### src/rtl/spi_xfer_sched.sv
// spi_xfer_sched: round-robin scheduler for two word-stream requesters in front of a 16-bit SPI
// data path. Generates SSN/SCLK and runs the write/start/rx-ready/read handshake for each word.
module spi_xfer_sched #(
  parameter int unsigned DATA_SIZE  = 16,
  parameter int unsigned CLK_DIV    = 4,
  parameter int unsigned SSN_GAP    = 4,
  parameter int unsigned RX_TIMEOUT = 64,
  parameter int unsigned MAX_BURST  = 8
) (
  input  logic        i_sys_clk,
  input  logic        i_sys_rst,
  input  logic [1:0]  i_req,
  input  logic [1:0]  i_cpol,
  input  logic [1:0]  i_cpha,
  input  logic [31:0] i_wdata,
  input  logic [1:0]  i_last,
  output logic [1:0]  o_gnt,
  output logic [1:0]  o_wack,
  output logic [15:0] o_rdata,
  output logic [1:0]  o_rvalid,
  output logic [1:0]  o_done,
  output logic [1:0]  o_err,
  output logic [15:0] o_dp_data,
  output logic        o_dp_wr,
  output logic        o_dp_rd,
  output logic        o_dp_csn,
  output logic        o_dp_start,
  input  logic        i_dp_tx_ready,
  input  logic        i_dp_rx_ready,
  input  logic [15:0] i_dp_rdata,
  output logic        o_cpol,
  output logic        o_cpha,
  output logic        o_sclk,
  output logic        o_ssn
);

  localparam int unsigned CntMaxA = (CLK_DIV > SSN_GAP) ? CLK_DIV : SSN_GAP;
  localparam int unsigned CntMax  = (RX_TIMEOUT > CntMaxA) ? RX_TIMEOUT : CntMaxA;
  localparam int unsigned CntW    = $clog2(CntMax + 1);
  localparam int unsigned EdgeW   = $clog2(2 * DATA_SIZE + 1);

  localparam logic [CntW-1:0]  DivEnd   = CntW'(CLK_DIV - 1);
  localparam logic [CntW-1:0]  GapEnd   = CntW'(SSN_GAP - 1);
  localparam logic [CntW-1:0]  RxEnd    = CntW'(RX_TIMEOUT - 1);
  localparam logic [EdgeW-1:0] LastEdge = EdgeW'(2 * DATA_SIZE - 1);
  localparam logic [3:0]       BurstEnd = 4'(MAX_BURST);

  typedef enum logic [2:0] {
    StIdle, StLoad, StStart, StSetup, StShift, StWaitRx, StRead, StDeassert
  } state_e;

  state_e           state_q, state_d;
  logic [CntW-1:0]  cnt_q, cnt_d;
  logic [EdgeW-1:0] edge_q, edge_d;
  logic [3:0]       burst_q, burst_d;
  logic             last_q, last_d;
  logic             sel_q, sel_d;
  logic             rr_q, rr_d;

  logic [1:0]  gnt_q, gnt_d, wack_q, wack_d, rvalid_q, rvalid_d;
  logic [1:0]  done_q, done_d, err_q, err_d;
  logic [15:0] rdata_q, rdata_d, dp_data_q, dp_data_d;
  logic        dp_wr_q, dp_wr_d, dp_rd_q, dp_rd_d, dp_csn_q, dp_csn_d, dp_start_q, dp_start_d;
  logic        cpol_q, cpol_d, cpha_q, cpha_d, sclk_q, sclk_d, ssn_q, ssn_d;

  logic       pick;
  logic [3:0] burst_inc;

  always_comb begin
    state_d    = state_q;
    cnt_d      = cnt_q;
    edge_d     = edge_q;
    burst_d    = burst_q;
    last_d     = last_q;
    sel_d      = sel_q;
    rr_d       = rr_q;
    gnt_d      = gnt_q;
    rdata_d    = rdata_q;
    dp_data_d  = dp_data_q;
    cpol_d     = cpol_q;
    cpha_d     = cpha_q;
    sclk_d     = sclk_q;
    ssn_d      = ssn_q;
    wack_d     = '0;
    rvalid_d   = '0;
    done_d     = '0;
    err_d      = '0;
    dp_wr_d    = 1'b0;
    dp_rd_d    = 1'b0;
    dp_start_d = 1'b0;
    dp_csn_d   = 1'b1;
    // With both requesting, the one not granted last wins.
    pick       = (i_req == 2'b11) ? ~rr_q : i_req[1];
    burst_inc  = (burst_q == 4'hF) ? burst_q : burst_q + 4'd1;

    unique case (state_q)
      StIdle: begin
        if (|i_req) begin
          sel_d   = pick;
          rr_d    = pick;
          gnt_d   = pick ? 2'b10 : 2'b01;
          cpol_d  = i_cpol[pick];
          cpha_d  = i_cpha[pick];
          sclk_d  = i_cpol[pick];
          burst_d = '0;
          state_d = StLoad;
        end
      end
      StLoad: begin
        if (i_dp_tx_ready) begin
          dp_wr_d   = 1'b1;
          dp_csn_d  = 1'b0;
          dp_data_d = sel_q ? i_wdata[31:16] : i_wdata[15:0];
          wack_d    = gnt_q;
          // The requester advances to its next word after wack, so keep this word's last flag.
          last_d    = i_last[sel_q];
          state_d   = StStart;
        end
      end
      StStart: begin
        dp_start_d = 1'b1;
        dp_csn_d   = 1'b0;
        ssn_d      = 1'b0;
        cnt_d      = '0;
        state_d    = StSetup;
      end
      StSetup: begin
        if (cnt_q == DivEnd) begin
          sclk_d  = ~sclk_q;
          edge_d  = EdgeW'(1);
          cnt_d   = '0;
          state_d = StShift;
        end else begin
          cnt_d = cnt_q + 1'b1;
        end
      end
      StShift: begin
        if (cnt_q == DivEnd) begin
          sclk_d = ~sclk_q;
          edge_d = edge_q + 1'b1;
          cnt_d  = '0;
          if (edge_q == LastEdge) state_d = StWaitRx;
        end else begin
          cnt_d = cnt_q + 1'b1;
        end
      end
      StWaitRx: begin
        if (i_dp_rx_ready) begin
          dp_rd_d  = 1'b1;
          dp_csn_d = 1'b0;
          state_d  = StRead;
        end else if (cnt_q == RxEnd) begin
          err_d   = gnt_q;
          ssn_d   = 1'b1;
          cnt_d   = '0;
          state_d = StDeassert;
        end else begin
          cnt_d = cnt_q + 1'b1;
        end
      end
      StRead: begin
        rdata_d  = i_dp_rdata;
        rvalid_d = gnt_q;
        burst_d  = burst_inc;
        cnt_d    = '0;
        if (last_q) begin
          done_d  = gnt_q;
          ssn_d   = 1'b1;
          state_d = StDeassert;
        end else if (burst_inc >= BurstEnd) begin
          err_d   = gnt_q;
          ssn_d   = 1'b1;
          state_d = StDeassert;
        end else begin
          state_d = StLoad;
        end
      end
      StDeassert: begin
        ssn_d = 1'b1;
        if (cnt_q == GapEnd) begin
          gnt_d   = '0;
          state_d = StIdle;
        end else begin
          cnt_d = cnt_q + 1'b1;
        end
      end
      default: state_d = StIdle;
    endcase
  end

  always_ff @(posedge i_sys_clk) begin
    if (i_sys_rst) begin
      state_q    <= StIdle;
      cnt_q      <= '0;
      edge_q     <= '0;
      burst_q    <= '0;
      last_q     <= 1'b0;
      sel_q      <= 1'b0;
      rr_q       <= 1'b1;
      gnt_q      <= '0;
      wack_q     <= '0;
      rvalid_q   <= '0;
      done_q     <= '0;
      err_q      <= '0;
      rdata_q    <= '0;
      dp_data_q  <= '0;
      dp_wr_q    <= 1'b0;
      dp_rd_q    <= 1'b0;
      dp_csn_q   <= 1'b1;
      dp_start_q <= 1'b0;
      cpol_q     <= 1'b0;
      cpha_q     <= 1'b0;
      sclk_q     <= 1'b0;
      ssn_q      <= 1'b1;
    end else begin
      state_q    <= state_d;
      cnt_q      <= cnt_d;
      edge_q     <= edge_d;
      burst_q    <= burst_d;
      last_q     <= last_d;
      sel_q      <= sel_d;
      rr_q       <= rr_d;
      gnt_q      <= gnt_d;
      wack_q     <= wack_d;
      rvalid_q   <= rvalid_d;
      done_q     <= done_d;
      err_q      <= err_d;
      rdata_q    <= rdata_d;
      dp_data_q  <= dp_data_d;
      dp_wr_q    <= dp_wr_d;
      dp_rd_q    <= dp_rd_d;
      dp_csn_q   <= dp_csn_d;
      dp_start_q <= dp_start_d;
      cpol_q     <= cpol_d;
      cpha_q     <= cpha_d;
      sclk_q     <= sclk_d;
      ssn_q      <= ssn_d;
    end
  end

  assign o_gnt      = gnt_q;
  assign o_wack     = wack_q;
  assign o_rdata    = rdata_q;
  assign o_rvalid   = rvalid_q;
  assign o_done     = done_q;
  assign o_err      = err_q;
  assign o_dp_data  = dp_data_q;
  assign o_dp_wr    = dp_wr_q;
  assign o_dp_rd    = dp_rd_q;
  assign o_dp_csn   = dp_csn_q;
  assign o_dp_start = dp_start_q;
  assign o_cpol     = cpol_q;
  assign o_cpha     = cpha_q;
  assign o_sclk     = sclk_q;
  assign o_ssn      = ssn_q;

endmodule
### config.mk
export PLATFORM = sky130hd
export DESIGN_NAME = spi_xfer_sched
export DESIGN_NICKNAME = d
export VERILOG_FILES = /design/src/rtl/spi_xfer_sched.sv
export SDC_FILE = /design/constraint.sdc
export NUM_CORES = 1
export LEC_CHECK = 0
export ABC_AREA = 1
export BUFFER_PORTS_ARGS = -buffer_cell sky130_fd_sc_hd__buf_2
export CAP_MARGIN = 30
export CORE_ASPECT_RATIO = 1.1
export CORE_MARGIN = 10
export CORE_UTILIZATION = 50
export CTS_CLUSTER_DIAMETER = 30
export DETAILED_ROUTE_END_ITERATION = 10
export HOLD_SLACK_MARGIN = 0.1
export PLACE_DENSITY = 0.75
export RECOVER_POWER = 100
export SLEW_MARGIN = 20
export SYNTH_ARGS = -nofsm -noshare
export SYNTH_HDL_FRONTEND = slang
export SYNTH_SLANG_ARGS = --single-unit
### constraint.sdc
create_clock -name i_sys_clk -period 1.85 [get_ports i_sys_clk]
set_input_delay 0.37 -clock i_sys_clk [delete_from_list [all_inputs] [get_ports i_sys_clk]]
set_output_delay 0.37 -clock i_sys_clk [all_outputs]
set_load 0.02 [all_outputs]
==> qor.yml <==
layout:
  register_area_um2: 1461
  fin_nets: 607
  final_common_cell: "nand2_1"
  multiInputGateArea_um2: 1635
  drive_above_1_share_pct: 22.95
  syn_to_final_growth_pct: 21.88
  filler_cell_count: 621
  antenna_cells: 0
  final_cells: 631
  post-route-util_pct: 62.04
  layout_common_cells: "nand2_1, dfxtp_1, nor2_1"
critical_path:
  slowest_stage: "dfxtp_1"
  max_stage_delay_ns: 0.37
  critPathBufInv: 2
  cp-start-kind: "flip-flop"
  cp_top_family: "simple AND/OR/NAND/NOR gates"
  cp-end-kind: "flip-flop"
  worstPathMaxFanout: 10
  cp.arrival_ns: 1.87
  worstPathRequired_ns: 2.07
  path_cells: "ha_1 > inv_1 > nor2_1 > nand3_2 > inv_2 > nand2_1 > nand2_2 > nor2_4 > nand3_1 > a21oi_1"
  path_class: "flip-flop to flip-flop"
timing:
  min_period_ns: 1.650
  final_max_slew_viol_count: 0
  rsz0062_at_grt: "no"
  period_share_pct: 89.19
  slew-limit-headroom_pct: 65.01
  finClkSkew_ns: 0.01303
  finalHoldViolCount: 0
  finalSetupViolCount: 0
  max_freq_mhz: 606.1
  tns_ns: 0
  worstMarginPinSlew_ns: 0.5208
synthesis:
  synth_nets: 497
  synth_top_family_by_area: "simple AND/OR/NAND/NOR gates"
  synthAdderAreaFrac_pct: 1.132
  synth_edf_count: 0
  synth_compound_area_share_pct: 14.11
  synthArstFlopShare_pct: 0
  ys_seq_elements: 73
  synthXorXnorAreaFrac_pct: 0.2641
  synth_area_um2: 3317
  synth_cell_types: 38
  ys_warn_count: 0
  synth.area.mux_share_pct: 5.432
  syn_inst: 434
  synth-simple-area-share_pct: 29.12
  synth-seq-area-share_pct: 44.06
  syn-mean-instance-area_um2: 7.643
  ys.flop_type: "dfxtp_1"
routing:
  vias_per_cell: 5.109
  drtAntennaViolNets: 0
  wl_per_cell_um: 13.52
  drc_errors: 0
  via_count: 3224
  dr.pass1.iters: 4
  drtIter0Drc: 131
  wirelength_mm: 8.529
clock_tree:
  cts_made_buffers: 9
  cts_resized: 0
  worstSkewPairLatency_ns: 0.35
  htree_levels: 3
  cts_setup_buffers: 0
  cts_tree: "built"
  cts.clk_slew.worst_paths_ns: 0.08
  cts_root_buf: "clkbuf_8"
  cts_buffer_depth: 2
  ctsHoldBuffers: 0
  numClockSinks: 73
die:
  row_count: 31
  fp.dieH_um: 105.4
  initial_utilization_pct: 50.90
  fp.dieW_um: 97.66
  ios: 110
  die-area_um2: 10300
  core_area_um2: 6516
placed_design:
  port_buffers: 109
  place.gp.congestion: 0.8386
  dp_hpwl_mm: 6.505
  place_inst: 615
global_route:
  grtUsageTotal_pct: 16.43
  grt_pass1_vias: 3219
  grt_max_degree: 37
  grt_pass1_wl_mm: 14.26
  grt-ovfl-total: 0
  antenna_found_initial: 0
status:
  status: "finished clean"
pwr:
  p_per_area_nw_per_um2: 1142
  max-vdd-ir-drop_mv: 0.5618
  power_leakage_nw: 1.695
flow_run:
  maxCapViolCount: 0
min_path:
  worstHoldPathType: "primary input to flip-flop"
state kept, by name, indices dropped and copies added (netlist names), 2 cells and up:
| signal | count |
|---|---|
| o_err | 2 |
| o_wack | 2 |
| edge_q | 6 |
| o_done | 2 |
| o_dp_data | 16 |
| burst_q | 4 |
| cnt_q | 7 |
| o_gnt | 2 |
| state_q | 3 |
| o_rvalid | 2 |
| o_rdata | 16 |
worst reg2reg max path, cell delays in order, from the launching register on:
cell and delay, ns:
dfxtp_1 0.37, ha_1 0.23, inv_1 0.06, nor2_1 0.11
nand3_2 0.15, inv_2 0.12, nand2_1 0.08, nand2_2 0.20
nor2_4 0.07, nand3_1 0.08, a21oi_1 0.07
cell families after synthesis:
logic type	count (synthesis)
simple gates	211
compound gates	83
flops	73
buf+inv	47
mux	16
fa+ha+maj	3
xor+xnor	1
final cells by class:
type | count | area share [%]
well taps | 82 | 2.538
multi-input cells | 314 | 40.45
clock inverters | 6 | 1.671
inverters | 28 | 2.631
flip-flops and latches | 73 | 36.15
clock buffers | 10 | 3.157
repair buffers | 118 | 13.40
synthesized netlist by cell type (2+ instances only):
cell	n	area, µm²
buf_4	2	15.01
nand3_1	34	170.2
nor2_2	5	31.28
nand3_2	2	20.02
nand3b_1	2	15.01
mux2_2	16	180.2
inv_1	21	78.83
nand2_4	4	45.04
buf_2	7	35.03
a21oi_2	2	17.52
nor2_1	63	236.5
o21ai_1	4	20.02
nand4_1	4	25.02
a211oi_1	3	22.52
nor2_4	5	56.30
a21oi_1	39	195.2
nand2_2	4	25.02
o22ai_1	2	12.51
nor3_1	2	10.01
o21ai_0	26	130.1
dfxtp_1	73	1461
ha_1	3	37.54
nand2_1	84	315.3
clkbuf_1	8	30.03
inv_2	6	22.52
final timing paths:
check	from	to	slack, ns	cells after the start
setup reg to reg	cnt_q[1]$_SDFFE_PP0P_	cnt_q[2]$_SDFFE_PP0P_	0.20	10
setup / recovery	cnt_q[1]$_SDFFE_PP0P_	cnt_q[2]$_SDFFE_PP0P_	0.20	10
hold reg to reg	rr_q$_SDFFE_PP1P_	rr_q$_SDFFE_PP1P_	0.47	2
hold / removal	i_dp_rdata[11]	o_rdata[11]$_SDFFE_PP0P_	0.24	3
stage by stage:
stage                     hold WS [ns]  setup slack [ns]  total power [W]  area (µm²)
final                           0.2426            0.2000         0.004615        4043
after global routing            0.2385           0.01722         0.004899        4043
after CTS                       0.2252            0.1976         0.004732        4139
after detailed placement        0.4470            0.2282         0.003493        3944
after global placement          0.4479            0.2999         0.003467        3944
after floorplan                 0.4287            0.4045         0.003063        3317
routing by layer:
layer	track usage, %	vias to the layer above	routed length (µm)
met2	27.73	97	4296
met1	17.86	1455	3428
met4	8.420	0	165
met3	5.748	14	640
li1	-	1658	-
met5	0	-	0
power breakdown:
group / leakage, nW / internal (W) / total [W] / switching, W
logic: 1.01 / 0.000498 / 0.00147 / 0.000974
registers: 0.592 / 0.00177 / 0.00190 / 0.000132
clock network: 0.0929 / 0.000628 / 0.00124 / 0.000612
total: 1.69 / 0.00290 / 0.00461 / 0.00172
Note: power is estimated with default switching activity, not from simulation.
